[src/rtl/bank_biu_linefill.sv]
// Linefill bus-interface unit: accepts ISU linefill requests, issues 2-beat AR
// bursts, writes returned R beats into the data RAM and pulses a completion
// notification back to the ISU once the second beat of a fill has landed.
module bank_biu_linefill #(
    parameter int ADDR_WIDTH  = 32,
    parameter int DATA_WIDTH  = 128,
    parameter int OUTSTANDING = 4
) (
    input  logic                  clk_i,
    input  logic                  rst_i,
    input  logic                  isu_biu_req_valid_i,
    output logic                  isu_biu_req_ready_o,
    input  logic [5:0]            isu_biu_req_id_i,
    input  logic [ADDR_WIDTH-1:0] isu_biu_req_addr_i,
    output logic                  biu_arvalid_o,
    input  logic                  biu_arready_i,
    output logic [5:0]            biu_arid_o,
    output logic [ADDR_WIDTH-1:0] biu_araddr_o,
    output logic [7:0]            biu_arlen_o,
    output logic [2:0]            biu_arsize_o,
    input  logic                  biu_rvalid_i,
    output logic                  biu_rready_o,
    input  logic [5:0]            biu_rid_i,
    input  logic [DATA_WIDTH-1:0] biu_rdata_i,
    input  logic [1:0]            biu_rresp_i,
    input  logic                  biu_rlast_i,
    output logic                  biu_dram_wen_o,
    output logic [6:0]            biu_dram_waddr_o,
    output logic [DATA_WIDTH-1:0] biu_dram_wdata_o,
    output logic                  biu_isu_rvalid_o,
    output logic [5:0]            biu_isu_rid_o,
    output logic                  biu_isu_rerr_o,
    output logic                  biu_proto_err_o
);
    localparam int IW = (OUTSTANDING > 1) ? $clog2(OUTSTANDING) : 1;

    // tracking table
    logic [OUTSTANDING-1:0]      r_vld;
    logic [OUTSTANDING-1:0]      r_beat;
    logic [OUTSTANDING-1:0]      r_err;
    logic [OUTSTANDING-1:0][5:0] r_id;
    // entry whose completion pulse is on the outputs this cycle; freed at its end
    logic                        r_cls;
    logic [IW-1:0]               r_cls_idx;
    // low for the reset cycles and the first cycle after reset
    logic                        r_live;
    // AR slot
    logic                        r_ar_vld;
    logic [5:0]                  r_ar_id;
    logic [ADDR_WIDTH-1:0]       r_ar_addr;
    // registered RAM write / ISU notification
    logic                        r_wen;
    logic [6:0]                  r_waddr;
    logic [DATA_WIDTH-1:0]       r_wdata;
    logic                        r_isu_vld;
    logic [5:0]                  r_isu_rid;
    logic                        r_isu_rerr;
    logic                        r_perr;

    logic          w_free_any, w_dup, w_ready, w_acc;
    logic [IW-1:0] w_free_idx;
    logic          w_rhs, w_hit, w_rbad, w_hit_beat;
    logic [IW-1:0] w_hit_idx;

    // lowest free entry and duplicate-id detection, from registered state only
    always_comb begin
        w_free_any = 1'b0;
        w_free_idx = '0;
        w_dup      = 1'b0;
        for (int i = OUTSTANDING - 1; i >= 0; i--) begin
            if (!r_vld[i]) begin
                w_free_any = 1'b1;
                w_free_idx = IW'(i);
            end
        end
        for (int i = 0; i < OUTSTANDING; i++) begin
            if (r_vld[i] && r_id[i] == isu_biu_req_id_i) w_dup = 1'b1;
        end
    end

    // R id lookup; an entry already closed is no longer a match target
    always_comb begin
        w_hit     = 1'b0;
        w_hit_idx = '0;
        for (int i = 0; i < OUTSTANDING; i++) begin
            if (r_vld[i] && !(r_cls && r_cls_idx == IW'(i)) && r_id[i] == biu_rid_i) begin
                w_hit     = 1'b1;
                w_hit_idx = IW'(i);
            end
        end
    end

    assign w_ready    = r_live & ~rst_i & w_free_any & ~w_dup & (~r_ar_vld | biu_arready_i);
    assign w_acc      = isu_biu_req_valid_i & w_ready;
    assign w_rhs      = biu_rvalid_i & r_live;
    assign w_rbad     = |biu_rresp_i;
    assign w_hit_beat = r_beat[w_hit_idx];

    // table allocation, beat tracking and deferred free
    always_ff @(posedge clk_i) begin
        if (rst_i) begin
            r_vld     <= '0;
            r_beat    <= '0;
            r_err     <= '0;
            r_id      <= '0;
            r_cls     <= 1'b0;
            r_cls_idx <= '0;
        end else begin
            if (r_cls) r_vld[r_cls_idx] <= 1'b0;
            r_cls <= 1'b0;
            if (w_acc) begin
                r_vld[w_free_idx]  <= 1'b1;
                r_id[w_free_idx]   <= isu_biu_req_id_i;
                r_beat[w_free_idx] <= 1'b0;
                r_err[w_free_idx]  <= 1'b0;
            end
            if (w_rhs && w_hit) begin
                r_beat[w_hit_idx] <= ~w_hit_beat;
                r_err[w_hit_idx]  <= r_err[w_hit_idx] | w_rbad;
                if (w_hit_beat) begin
                    r_cls     <= 1'b1;
                    r_cls_idx <= w_hit_idx;
                end
            end
        end
    end

    // AR slot: load on accept, hold while stalled, clear on handshake
    always_ff @(posedge clk_i) begin
        if (rst_i) begin
            r_ar_vld  <= 1'b0;
            r_ar_id   <= '0;
            r_ar_addr <= '0;
        end else if (w_acc) begin
            r_ar_vld  <= 1'b1;
            r_ar_id   <= isu_biu_req_id_i;
            r_ar_addr <= isu_biu_req_addr_i & ~ADDR_WIDTH'(5'h1f);
        end else if (r_ar_vld && biu_arready_i) begin
            r_ar_vld <= 1'b0;
        end
    end

    // RAM write, completion pulse and sticky protocol error, one cycle after the beat
    always_ff @(posedge clk_i) begin
        if (rst_i) begin
            r_live     <= 1'b0;
            r_wen      <= 1'b0;
            r_waddr    <= '0;
            r_wdata    <= '0;
            r_isu_vld  <= 1'b0;
            r_isu_rid  <= '0;
            r_isu_rerr <= 1'b0;
            r_perr     <= 1'b0;
        end else begin
            r_live    <= 1'b1;
            r_wen     <= w_rhs & w_hit;
            r_isu_vld <= w_rhs & w_hit & w_hit_beat;
            if (w_rhs && w_hit) begin
                r_waddr <= {biu_rid_i, w_hit_beat};
                r_wdata <= biu_rdata_i;
                if (w_hit_beat) begin
                    r_isu_rid  <= biu_rid_i;
                    r_isu_rerr <= r_err[w_hit_idx] | w_rbad;
                end
                if (biu_rlast_i != w_hit_beat) r_perr <= 1'b1;
            end else if (w_rhs) begin
                r_perr <= 1'b1;
            end
        end
    end

    assign isu_biu_req_ready_o = w_ready;
    assign biu_arvalid_o       = r_ar_vld;
    assign biu_arid_o          = r_ar_id;
    assign biu_araddr_o        = r_ar_addr;
    assign biu_arlen_o         = 8'd1;
    assign biu_arsize_o        = 3'd4;
    assign biu_rready_o        = r_live;
    assign biu_dram_wen_o      = r_wen;
    assign biu_dram_waddr_o    = r_waddr;
    assign biu_dram_wdata_o    = r_wdata;
    assign biu_isu_rvalid_o    = r_isu_vld;
    assign biu_isu_rid_o       = r_isu_rid;
    assign biu_isu_rerr_o      = r_isu_rerr;
    assign biu_proto_err_o     = r_perr;
endmodule
[config.mk]
export PLATFORM = sky130hd
export DESIGN_NAME = bank_biu_linefill
export DESIGN_NICKNAME = d
export VERILOG_FILES = /design/src/rtl/bank_biu_linefill.sv
export SDC_FILE = /design/constraint.sdc
export NUM_CORES = 1
export LEC_CHECK = 0
export CAP_MARGIN = 20
export CORE_MARGIN = 5
export CORE_UTILIZATION = 45
export DETAILED_ROUTE_END_ITERATION = 16
export GPL_ROUTABILITY_DRIVEN = 1
export GPL_TIMING_DRIVEN = 0
export HOLD_SLACK_MARGIN = 0.03
export PLACE_DENSITY = 0.84
export SYNTH_ARGS = -nofsm -noshare
export SYNTH_HDL_FRONTEND = slang
export SYNTH_SLANG_ARGS = --single-unit
[constraint.sdc]
create_clock -name clk_i -period 6.9 [get_ports clk_i]
set_clock_uncertainty 0.2 [all_clocks]
set_input_delay 1.38 -clock clk_i [delete_from_list [all_inputs] [get_ports clk_i]]
set_output_delay 1.38 -clock clk_i [all_outputs]
set_load 0.02 [all_outputs]
# Yosys cells after proc, flatten, opt, wreduce, memory -nomap -nowiden

Cells that the tools add are included.

ROM bits: 0
Word-level logic and storage cells: 142
Register bits: 219
Bits of input ports: 180
RAM bits: 0
Memories kept: 0
Bits in latches: 0
Output and inout bits: 197

Bitwise operators: 21
Multiply operators: 0
Reductions and logical operators: 32
Equality and inequality tests: 13
Add/subtract/negate cells: 0
Div/mod/pow operators: 0
Shift-type cells: 0
Multiplexer cells: 50
$lt $le $gt $ge: 6

Operators with widths:

| kind                 | number |
|---|---|
| $eq A6 B6 Y1         | 8 |
| $mux W4              | 9 |
| $mux W1              | 25 |
| $bwmux W24           | 1 |
| $logic_and A1 B1 Y1  | 21 |
| $and A4 B4 Y4        | 3 |
| $demux W6 S2         | 1 |
| $mux W2              | 6 |
| $lt A2 B3 Y1 const B | 3 |
| $and A1 B1 Y1        | 8 |
| $bwmux W4            | 2 |
| $not A4 Y4           | 2 |
| $demux W1 S2         | 3 |
| $ge A2 B1 Y1 const B | 3 |
| $mux W6              | 1 |
| $not A1 Y1           | 5 |
| $bmux W1 S2          | 2 |
| $eq A2 B2 Y1 const B | 2 |
| $logic_not A1 Y1     | 4 |
| $or A4 B4 Y4         | 1 |
| $reduce_and A2 Y1    | 2 |
| $reduce_bool A2 Y1   | 2 |
| $reduce_or A2 Y1     | 2 |
| $eq A2 B1 Y1 const B | 1 |
| other kinds (4)      | 5 |

# Logic depth before layout (Yosys ltp)

Gate-level depths: netlist of run 1.

Depth after elaboration: 14
Gate-level depth with buffers: 10

# Worst setup path after synthesis of run 1

OpenSTA, ideal clock, no wires.

Path kind: input to output
From: input isu_biu_req_id_i[2]
To: output isu_biu_req_ready_o
Stages on the path: 4
Arrival: 2.459 ns
Setup slack: 2.861 ns
Cell sequence: buf_2 -> xor2_1 -> nor4_1 -> nor3_1

Longest elaborated chain between the ends: 9
Elaborated cells between the ends (all ways): 15
Those cells by class: 4 x eq/ne; 4 x mux; 3 x bitwise; 4 x reduce/logical

Ends and longest elaborated chain:

| what                         | line | source |
|---|---|---|
| start, declared              | 13   | `input logic [5:0] isu_biu_req_id_i,` |
| $eq A6 B6 Y1                 | 77   | `if (r_vld[i] && r_id[i] == isu_biu_req_id_i) w_dup = 1'b1;` |
| $logic_and A1 B1 Y1          | 77   |  |
| $mux W1 (3 in a row)         | 77   |  |
| $mux W1 *                    | 77   |  |
| $not A1 Y1 *                 | 93   | `assign w_ready = r_live & ~rst_i & w_free_any & ~w_dup & (~r_ar_vld \| biu_arready_i);` |
| $and A1 B1 Y1 * (2 in a row) | 93   |  |
| end, declared                | 12   | `output logic isu_biu_req_ready_o,` |

Every way passes the cells marked *; elsewhere a longest branch is shown, timed or not.

# Final worst setup path of run 1

From: input rst_i
To: output isu_biu_req_ready_o

Longest elaborated chain between the ends: 5

Ends and longest elaborated chain:

| what                       | line | source |
|---|---|---|
| start, declared            | 10   | `input logic rst_i,` |
| $not A1 Y1                 | 93   |  |
| $and A1 B1 Y1 (4 in a row) | 93   |  |

No other way between the ends.

==> results of run 1 <==
## power by group
group / switching, uW / leakage [uW] / internal, uW / total, uW
registers: 7.06 / 0.00177 / 1270 / 1280
clock network: 526 / 0.000442 / 904 / 1430
logic: 106 / 0.00266 / 132 / 239
## flip-flops by register name, indices dropped and copies added, names as in the netlist, 2 cells and up
name / flops
r_id: 24
r_err: 4
biu_dram_wdata_o: 128
biu_araddr_o: 27
biu_isu_rid_o: 6
r_beat: 4
biu_arid_o: 6
biu_dram_waddr_o: 7
r_cls_idx: 2
r_vld: 4
## placed cells by master (no fill, tap or decap), types with 3 or more instances in the layout
cell             Yosys  layout
nand3_1             25      25
and4_1               4       4
nor3_1               6       6
xnor2_1             38      38
inv_1                3       3
xor2_1              10      10
a21oi_1            154     154
buf_2               32      32
nand2b_1             3       3
clkbuf_16            0      25
clkdlybuf4s50_1      0     343
clkinv_2             0       3
nand4_1             10      10
mux2i_1             48      48
clkbuf_8             0       5
o21ai_0             27      27
bufinv_16            0       5
buf_4               32      32
clkbuf_1            29      31
dfxtp_1            219     219
conb_1               2      16
nand2_1            304     304
nor2_1              47      47
## through the flow
step,instances,hold WS (ns),power (uW),util
detailed placement,1665,0.246,1540,0.652
finish,1710,0.252,2950,0.698
CTS,1709,0.253,2970,0.698
global placement,1665,0.241,1540,0.652
floorplan,1057,0.241,1410,-
global route,1710,0.269,3040,0.698
## critical path, delay by kind of cell
kind,cells,cell delay (ns)
buffers and inverters,3,1.38
AO/OA/AOI/OAI,2,0.39
AND/OR/NAND/NOR,1,0.24
## layout make-up
type                            count  area, um^2
Clock inverter                     12         199
Buffer                             96         536
Antenna cell                        1        2.50
Tap cell                          265         332
Sequential cell                   219        4380
Inverter                            3        11.3
Clock buffer                       32         702
Timing Repair Buffer              343        3430
Fill cell                        1497        5830
Multi-Input combinational cell    739        3910
## metal layers
layer	up-vias	routed length, um	track usage
li1	4210	-	-
met1	4011	11700	0.293
met3	78	2860	0.0736
met4	0	1260	0.0984
met5	-	0	0
met2	406	14900	0.449
## logic make-up (layout without fill, tap and decap cells)
kind of cell	after synthesis	count (layout)
flops	219	219
compound gates	205	205
buf+inv	99	486
xor+xnor	48	48
simple gates	422	422
mux	48	48
other cells	2	17
## final timing paths
check / startpoint / to / slack (ns) / cells past startpoint
max: rst_i / isu_biu_req_ready_o / 1.93 / 6
min: biu_dram_wdata_o[45] / biu_dram_wdata_o[45] / 0.25 / 2
min reg2reg: biu_dram_wdata_o[45] / biu_dram_wdata_o[45] / 0.25 / 2
max reg2reg: r_cls_idx[1] / biu_dram_wdata_o[110] / 4.31 / 8
==> results.yml, run 1 <==
sta:
  maxSlewViolCount: 0
  setup_violations: 0
  max-slew-margin-rel: 0.368
  clock.fmax_mhz: 201
  layout_setup_ws_ns: 1.93
  min_period_ns: 4.97
  setup_tns_ns: 0
  final.period_utilization: 0.720
  hold_viol: 0
  rsz0062_at_grt: "false"
  worstMarginPinSlew_ns: 0.946
die:
  core_area_um2: 19300
  die_h_um: 150
  ios: 377
  initial_utilization: 0.454
  rows: 51
  die_w_um: 150
  dieArea_um2: 22400
yosys:
  synth_cell_types: 53
  synth_top_family_by_area: "simple AND/OR/NAND/NOR gates"
  avgSynthCellArea_um2: 8.42
  synthAdderAreaFrac: 0
  synth_top_area_share: 0.499
  yosys_warnings: 0
  synthXorXnorAreaFrac: 0.0479
  synthMuxAreaShare: 0.0547
  yosysTopAreaCell: "dfxtp_1"
  syn-cell-area_um2: 8780
  synth.most_common_cell: "nand2_1"
  seq_area_frac_synth: 0.499
  synthArstFlopShare: 0
  synth_compound_area_frac: 0.131
  synth_common_cells: "304 x nand2_1, 219 x dfxtp_1, 154 x a21oi_1"
  synth_top_flop_cell: "dfxtp_1"
  synth_area_leaders: "dfxtp_1 50%, nand2_1 13%, a21oi_1 8.8%, mux2i_1 5.5%, xnor2_1 3.8%"
  synth_edf_count: 0
  synth_cells: 1043
  synth-seq-cells: 219
  yosys.area_share.simple: 0.204
global_route:
  first_global_vias: 8494
  grt_pass1_wl_um: 45500
  grtUsageTotal: 0.255
  antenna_found_initial: 1
  grt_overflow_total: 0
  grt_max_degree: 15
final_layout:
  area_delta_synth_final_pct: 53.7
  layout.nets: 1606
  post-route-cell-area_um2: 13500
  layout-drive-gt1-share: 0.0817
worst_hold_path:
  hp-class: "reg2reg"
power:
  total_leakage_power_uw: 0.00487
  ir_drop_uv: 218
  p_per_area_nw_per_um2: 218
critical_path:
  critPathLaunchType: "input port"
  critical_path_class: "in2out"
  critPathSlowestCell: "clkdlybuf4s50_1"
  crit_arrival_ns: 3.39
  worstPathRequired_ns: 5.32
  crit_path_frequent_cell: "clkdlybuf4s50_1"
  cpPeakStageDelay_ns: 0.65
  worstPathMaxFanout: 5
  endpoint_kind: "output pin"
  path_cells: "clkdlybuf4s50_1, inv_1, o2111a_1, o41ai_2, nor3_1, clkdlybuf4s50_1"
detailed_routing:
  post_drt_wl_per_cell_um: 18.0
  route.detailed.drc: 0
  vias: 8705
  viasPerCell: 5.09
  dr.first_iter.drc_count: 463
  wl_um: 30800
  ant_nets: 0
  firstDrtPassIters: 6
place:
  hpwl_um: 23400
  gp_congestion: 0.952
  placed_area_um2: 12600
  pre_cts_slack_ns: 1.95
  port-buffer-count: 343
clock_network:
  cts_resized: 0
  cts_buffer_depth: 3
  cts_setup_buffers: 0
  hold_buffers: 0
  cts_buffers: 24
  cts_sinks: 219
  cts_root_buf: "clkbuf_16"
  cts.htree.levels: 1
  path_clk_slew_ns: 0.06
  cts_tree: "built"
  worst_skew_pair.late_latency_ns: 0.50
flow_run:
  maxCapViolCount: 0
run_status:
  status: "finished clean"
Power figures use the tool's default switching activity.
==> run 2: changes to the inputs <==
--- a/config.mk
+++ b/config.mk
@@ -7,12 +7,12 @@
 export LEC_CHECK = 0
 export CAP_MARGIN = 20
 export CORE_MARGIN = 5
-export CORE_UTILIZATION = 45
+export CORE_UTILIZATION = 38
 export DETAILED_ROUTE_END_ITERATION = 16
 export GPL_ROUTABILITY_DRIVEN = 1
 export GPL_TIMING_DRIVEN = 0
 export HOLD_SLACK_MARGIN = 0.03
-export PLACE_DENSITY = 0.84
+export PLACE_DENSITY = 0.76
 export SYNTH_ARGS = -nofsm -noshare
 export SYNTH_HDL_FRONTEND = slang
 export SYNTH_SLANG_ARGS = --single-unit
==> constraint.sdc (replaced) <==
create_clock -name clk_i -period 3.98 [get_ports clk_i]
set_clock_uncertainty 0.2 [all_clocks]
set_input_delay 0.796 -clock clk_i [delete_from_list [all_inputs] [get_ports clk_i]]
set_output_delay 0.796 -clock clk_i [all_outputs]
set_load 0.02 [all_outputs]
==> results.yml, run 2 (synthesis gave the netlist of run 1 again) <==
die:
  core_area_um2: 22700
  dieArea_um2: 26300
  die_h_um: 162
  ios: 377
  die_w_um: 162
  rows: 55
  initial_utilization: 0.387
clock_network:
  hold_buffers: 0
  cts_tree: "built"
  cts_buffer_depth: 3
  cts_setup_buffers: 0
  cts_sinks: 219
  cts_root_buf: "clkbuf_16"
  path_clk_slew_ns: 0.05
  cts_buffers: 25
  cts_resized: 0
  worst_skew_pair.late_latency_ns: 0.50
  cts.htree.levels: 1
final_layout:
  seq_area_um2: 4380
  multi_input_area_um2: 3910
  largest_register_ffs: 128
  area_delta_synth_final_pct: 53.0
  post-route-util: 0.592
  num_antenna_cells: 0
  mostFrequentLayoutCell: "clkdlybuf4s50_1"
  layout-drive-gt1-share: 0.0776
  final_cell_mix: "343 x clkdlybuf4s50_1, 304 x nand2_1, 219 x dfxtp_1"
  fillCellCount: 1993
  layout.nets: 1607
  final_cells: 1728
power:
  p_per_area_nw_per_um2: 366
  total_leakage_power_uw: 0.00483
  ir_drop_uv: 311
sta:
  rsz0062_at_grt: "false"
  worstMarginPinSlew_ns: 0.837
  min_period_ns: 3.80
  setup_violations: 0
  maxSlewViolCount: 0
  setup_tns_ns: 0
  final.period_utilization: 0.955
  layout_setup_ws_ns: 0.180
  clock.fmax_mhz: 263
  hold_viol: 0
  max-slew-margin-rel: 0.441
place:
  pre_cts_slack_ns: 0.199
  hpwl_um: 22600
  placed_cells: 1685
  port-buffer-count: 343
  gp_congestion: 0.919
critical_path:
  reg2regPathDepth: 8
  critPathSlowestCell: "clkdlybuf4s50_1"
  r2r-end: "biu_dram_wdata_o[111]"
  crit_arrival_ns: 2.80
  critical_path_class: "in2out"
  critPathLaunchType: "input port"
  path_cells: "clkdlybuf4s50_1, inv_1, o2111a_1, o41ai_2, nor3_1, clkdlybuf4s50_1"
  worstPathRequired_ns: 2.98
  worstPathMaxFanout: 5
  cpPeakStageDelay_ns: 0.66
  rrSetupSlack_ns: 1.41
  crit_path_frequent_cell: "clkdlybuf4s50_1"
  endpoint_kind: "output pin"
  r2r-start: "r_cls_idx[1]"
flow_run:
  maxCapViolCount: 0
detailed_routing:
  ant_nets: 0
  firstDrtPassIters: 4
  dr.first_iter.drc_count: 474
  vias: 8567
  post_drt_wl_per_cell_um: 17.3
  route.detailed.drc: 0
  wl_um: 29900
  viasPerCell: 4.96
global_route:
  first_global_vias: 8116
  grt_pass1_wl_um: 45300
  grtUsageTotal: 0.214
  antenna_found_initial: 0
  grt_overflow_total: 0
  grt_max_degree: 14
run_status:
  status: "finished clean"
worst_hold_path:
  min_to: "biu_isu_rid_o[2]"
  hold_start: "biu_isu_rid_o[2]"
  whs_path_depth: 2
  hp-class: "reg2reg"
[run 2: cell types whose count changed in the layout (fill, tap and decap cells not counted), sizes merged]
cell,previous run,this run
bufinv,5,3
clkbuf,61,64
clkinv,5,4
diode,1,0
inv,4,3
[run 2: worst max path at each step]
| stage | endpoint | cells after the start | slack [ns] | start |
|---|---|---|---|---|
| 6_report | isu_biu_req_ready_o | 6 | 0.18 | rst_i |
| 5_1_grt | isu_biu_req_ready_o | 6 | 0.09 | rst_i |
| 4_1_cts | isu_biu_req_ready_o | 6 | 0.18 | rst_i |
| 3_5_place_dp | isu_biu_req_ready_o | 6 | 0.20 | rst_i |
| 3_3_place_gp | isu_biu_req_ready_o | 6 | 0.20 | rst_i |
| 2_1_floorplan | isu_biu_req_ready_o | 4 | 1.11 | isu_biu_req_id_i[2] |
[run 2: final cells by class]
type | instances | area share
inverter | 3 | 0.000838
buffer | 96 | 0.0398
timing repair buffer | 343 | 0.255
sequential | 219 | 0.326
clock buffer | 35 | 0.0516
clock inverter | 8 | 0.00903
multi-input combinational | 739 | 0.291
tap | 285 | 0.0265
[run 2: power by group]
group	switching [uW]	internal, uW	leakage [uW]
Sequential	12.7	2210	0.00177
Clock	886	1400	0.000396
Combinational	183	230	0.00266
[run 2: stage by stage]
| stage | instance area [um^2] | hold WS (ns) | total power [uW] |
|---|---|---|---|
| 2_1_floorplan | 8840 | 0.241 | 2440 |
| 3_3_place_gp | 12600 | 0.241 | 2680 |
| 3_5_place_dp | 12600 | 0.246 | 2680 |
| 4_1_cts | 13400 | 0.254 | 4990 |
| 5_1_grt | 13400 | 0.265 | 5120 |
| 6_report | 13400 | 0.252 | 4920 |
[run 2: worst max-delay path, delay by kind of cell]
family                 cells  cell delay [ns]
AOI/OAI and AO/OA          2             0.37
and+or+nand+nor            1             0.27
buffers and inverters      3             1.37
[run 2: per-layer routing]
layer,GRT usage,vias up,share of wire
met5,0,-,0
met3,0.0705,61,0.096
met1,0.258,3926,0.40
li1,-,4215,-
met4,0.0627,0,0.029
met2,0.366,365,0.47
==> run 3: changes to the inputs <==
--- a/config.mk
+++ b/config.mk
@@ -7,12 +7,13 @@
 export LEC_CHECK = 0
 export CAP_MARGIN = 20
 export CORE_MARGIN = 5
-export CORE_UTILIZATION = 38
+export CORE_UTILIZATION = 43
 export DETAILED_ROUTE_END_ITERATION = 16
 export GPL_ROUTABILITY_DRIVEN = 1
 export GPL_TIMING_DRIVEN = 0
 export HOLD_SLACK_MARGIN = 0.03
-export PLACE_DENSITY = 0.76
+export PLACE_DENSITY = 0.81
+export SETUP_SLACK_MARGIN = 0.05
 export SYNTH_ARGS = -nofsm -noshare
 export SYNTH_HDL_FRONTEND = slang
 export SYNTH_SLANG_ARGS = --single-unit
==> constraint.sdc (replaced) <==
create_clock -name clk_i -period 3.9 [get_ports clk_i]
set_clock_uncertainty 0.2 [all_clocks]
set_input_delay 0.78 -clock clk_i [delete_from_list [all_inputs] [get_ports clk_i]]
set_output_delay 0.78 -clock clk_i [all_outputs]
set_load 0.02 [all_outputs]
==> results.yml, run 3 (synthesis gave the netlist of run 1 again) <==
critical_path:
  path_cells: "clkdlybuf4s50_1, inv_1, o2111a_1, o41ai_2, nor3_1, dlymetal6s2s_1"
  reg2regPathDepth: 8
  cp-startpoint: "rst_i"
  worstPathMaxFanout: 5
  endpoint_kind: "output pin"
  worstPathRequired_ns: 2.92
  critical_path_class: "in2out"
  crit_arrival_ns: 2.43
  cpPeakStageDelay_ns: 0.52
  critPathSlowestCell: "clkdlybuf4s50_1"
  critPathLaunchType: "input port"
  r2r-start: "r_cls_idx[1]"
worst_hold_path:
  hold_start: "biu_dram_wdata_o[74]"
  whs_path_depth: 2
  hp-class: "reg2reg"
power:
  total_leakage_power_uw: 0.00483
  p_per_area_nw_per_um2: 368
  ir_drop_uv: 327
place:
  port-buffer-count: 343
  placed_cells: 1670
  gp_congestion: 0.934
  hpwl_um: 23100
sta:
  max-slew-margin-rel: 0.444
  maxSlewViolCount: 0
  setup_violations: 0
  hold_viol: 0
  final.period_utilization: 0.875
  rsz0062_at_grt: "false"
  clock.fmax_mhz: 293
  setup_tns_ns: 0
  min_period_ns: 3.41
  worstMarginPinSlew_ns: 0.832
  holdWs_ns: 0.253
final_layout:
  final_cells: 1714
  area_delta_synth_final_pct: 52.5
  final_cell_mix: "342 x clkdlybuf4s50_1, 304 x nand2_1, 219 x dfxtp_1"
  layout.nets: 1606
  largest_register_ffs: 128
  mostFrequentLayoutCell: "clkdlybuf4s50_1"
  fillCellCount: 1676
  post-route-util: 0.664
  layout-drive-gt1-share: 0.0776
  num_antenna_cells: 0
die:
  die_w_um: 153
  rows: 52
  core_area_um2: 20200
  die_h_um: 153
  dieArea_um2: 23400
  ios: 377
  initial_utilization: 0.435
global_route:
  grt_overflow_total: 0
  grt_pass1_wl_um: 46400
  grt_util_met3: 0.0710
  antenna_found_initial: 0
  gr-usage-met1: 0.290
  first_global_vias: 8314
  grtUsageTotal: 0.243
  grt_busiest_layer: "met2"
  grt_max_degree: 14
  grt_use_met2: 0.432
clock_network:
  cts_buffers: 24
  hold_buffers: 0
  cts_root_buf: "clkbuf_16"
  path_clk_slew_ns: 0.06
  cts_sinks: 219
  cts.htree.levels: 1
  cts_buffer_depth: 3
  worst_skew_pair.late_latency_ns: 0.50
  cts_tree: "built"
detailed_routing:
  viasPerCell: 5.02
  post_drt_wl_per_cell_um: 17.7
  ant_nets: 0
  route.detailed.drc: 0
  vias: 8596
  firstDrtPassIters: 5
  dr.first_iter.drc_count: 404
  wl_um: 30300
run_status:
  status: "finished clean"
flow_run:
  maxCapViolCount: 0
run 3: changes by cell type in the layout (fill, tap and decap cells not counted), sizes merged:
cell | before | now
clkbuf | 64 | 67
bufinv | 3 | 1
clkdlybuf4s50 | 343 | 342
clkinv | 4 | 3
clkinvlp | 1 | 2
dlymetal6s2s | 0 | 1
run 3: worst max-delay path: cells and delay by family:
kind                   cells  cell delay [ns]
buffers and inverters      3             0.98
and+or+nand+nor            1             0.27
AOI/OAI and AO/OA          2             0.38
run 3: repair_timing:
action / 4_1_cts / 5_1_grt
resized for setup: 0 / 1
buffers inserted: 0 / 0
endpoints found under the setup margin: 0 / 1
run 3: final timing paths:
check	to	slack, ns
worst min register to register	biu_dram_wdata_o[74]	0.25
worst max-delay path	isu_biu_req_ready_o	0.49
worst min-delay path	biu_dram_wdata_o[74]	0.25
worst max register to register	biu_dram_wdata_o[0]	1.29
run 3: where the power goes:
group / internal [uW] / switching [uW]
clock: 1340 / 904
combinational: 234 / 187
sequential: 2250 / 12.8
run 3: per-stage QoR:
stage                     setup WS (ns)  cell area [um^2]  power, uW
after global routing              0.434             13400       5100
final                             0.489             13400       4930
after global placement            0.136             12600       2730
after floorplan                    1.06              8840       2490
after detailed placement          0.141             12600       2730
after CTS                         0.111             13400       4980
run 3: layout make-up:
| class | instances | area (um^2) | area share |
|---|---|---|---|
| flip-flops and latches | 219 | 4380 | 0.327 |
| multi-input cells | 739 | 3910 | 0.291 |
| repair buffers | 343 | 3440 | 0.256 |
| clock buffers | 38 | 724 | 0.0541 |
| plain buffers | 96 | 536 | 0.0400 |
| well taps | 270 | 338 | 0.0252 |
| clock inverters | 6 | 63.8 | 0.00476 |
| inverters | 3 | 11.3 | 0.000840 |
run 3: per-layer routing:
layer  vias up  wire [um]  share of wire
met4         0        678          0.022
met1      4005      12000           0.40
met5         -          0              0
li1       4205          -              -
met3        49       2580          0.085
met2       337      15000           0.50
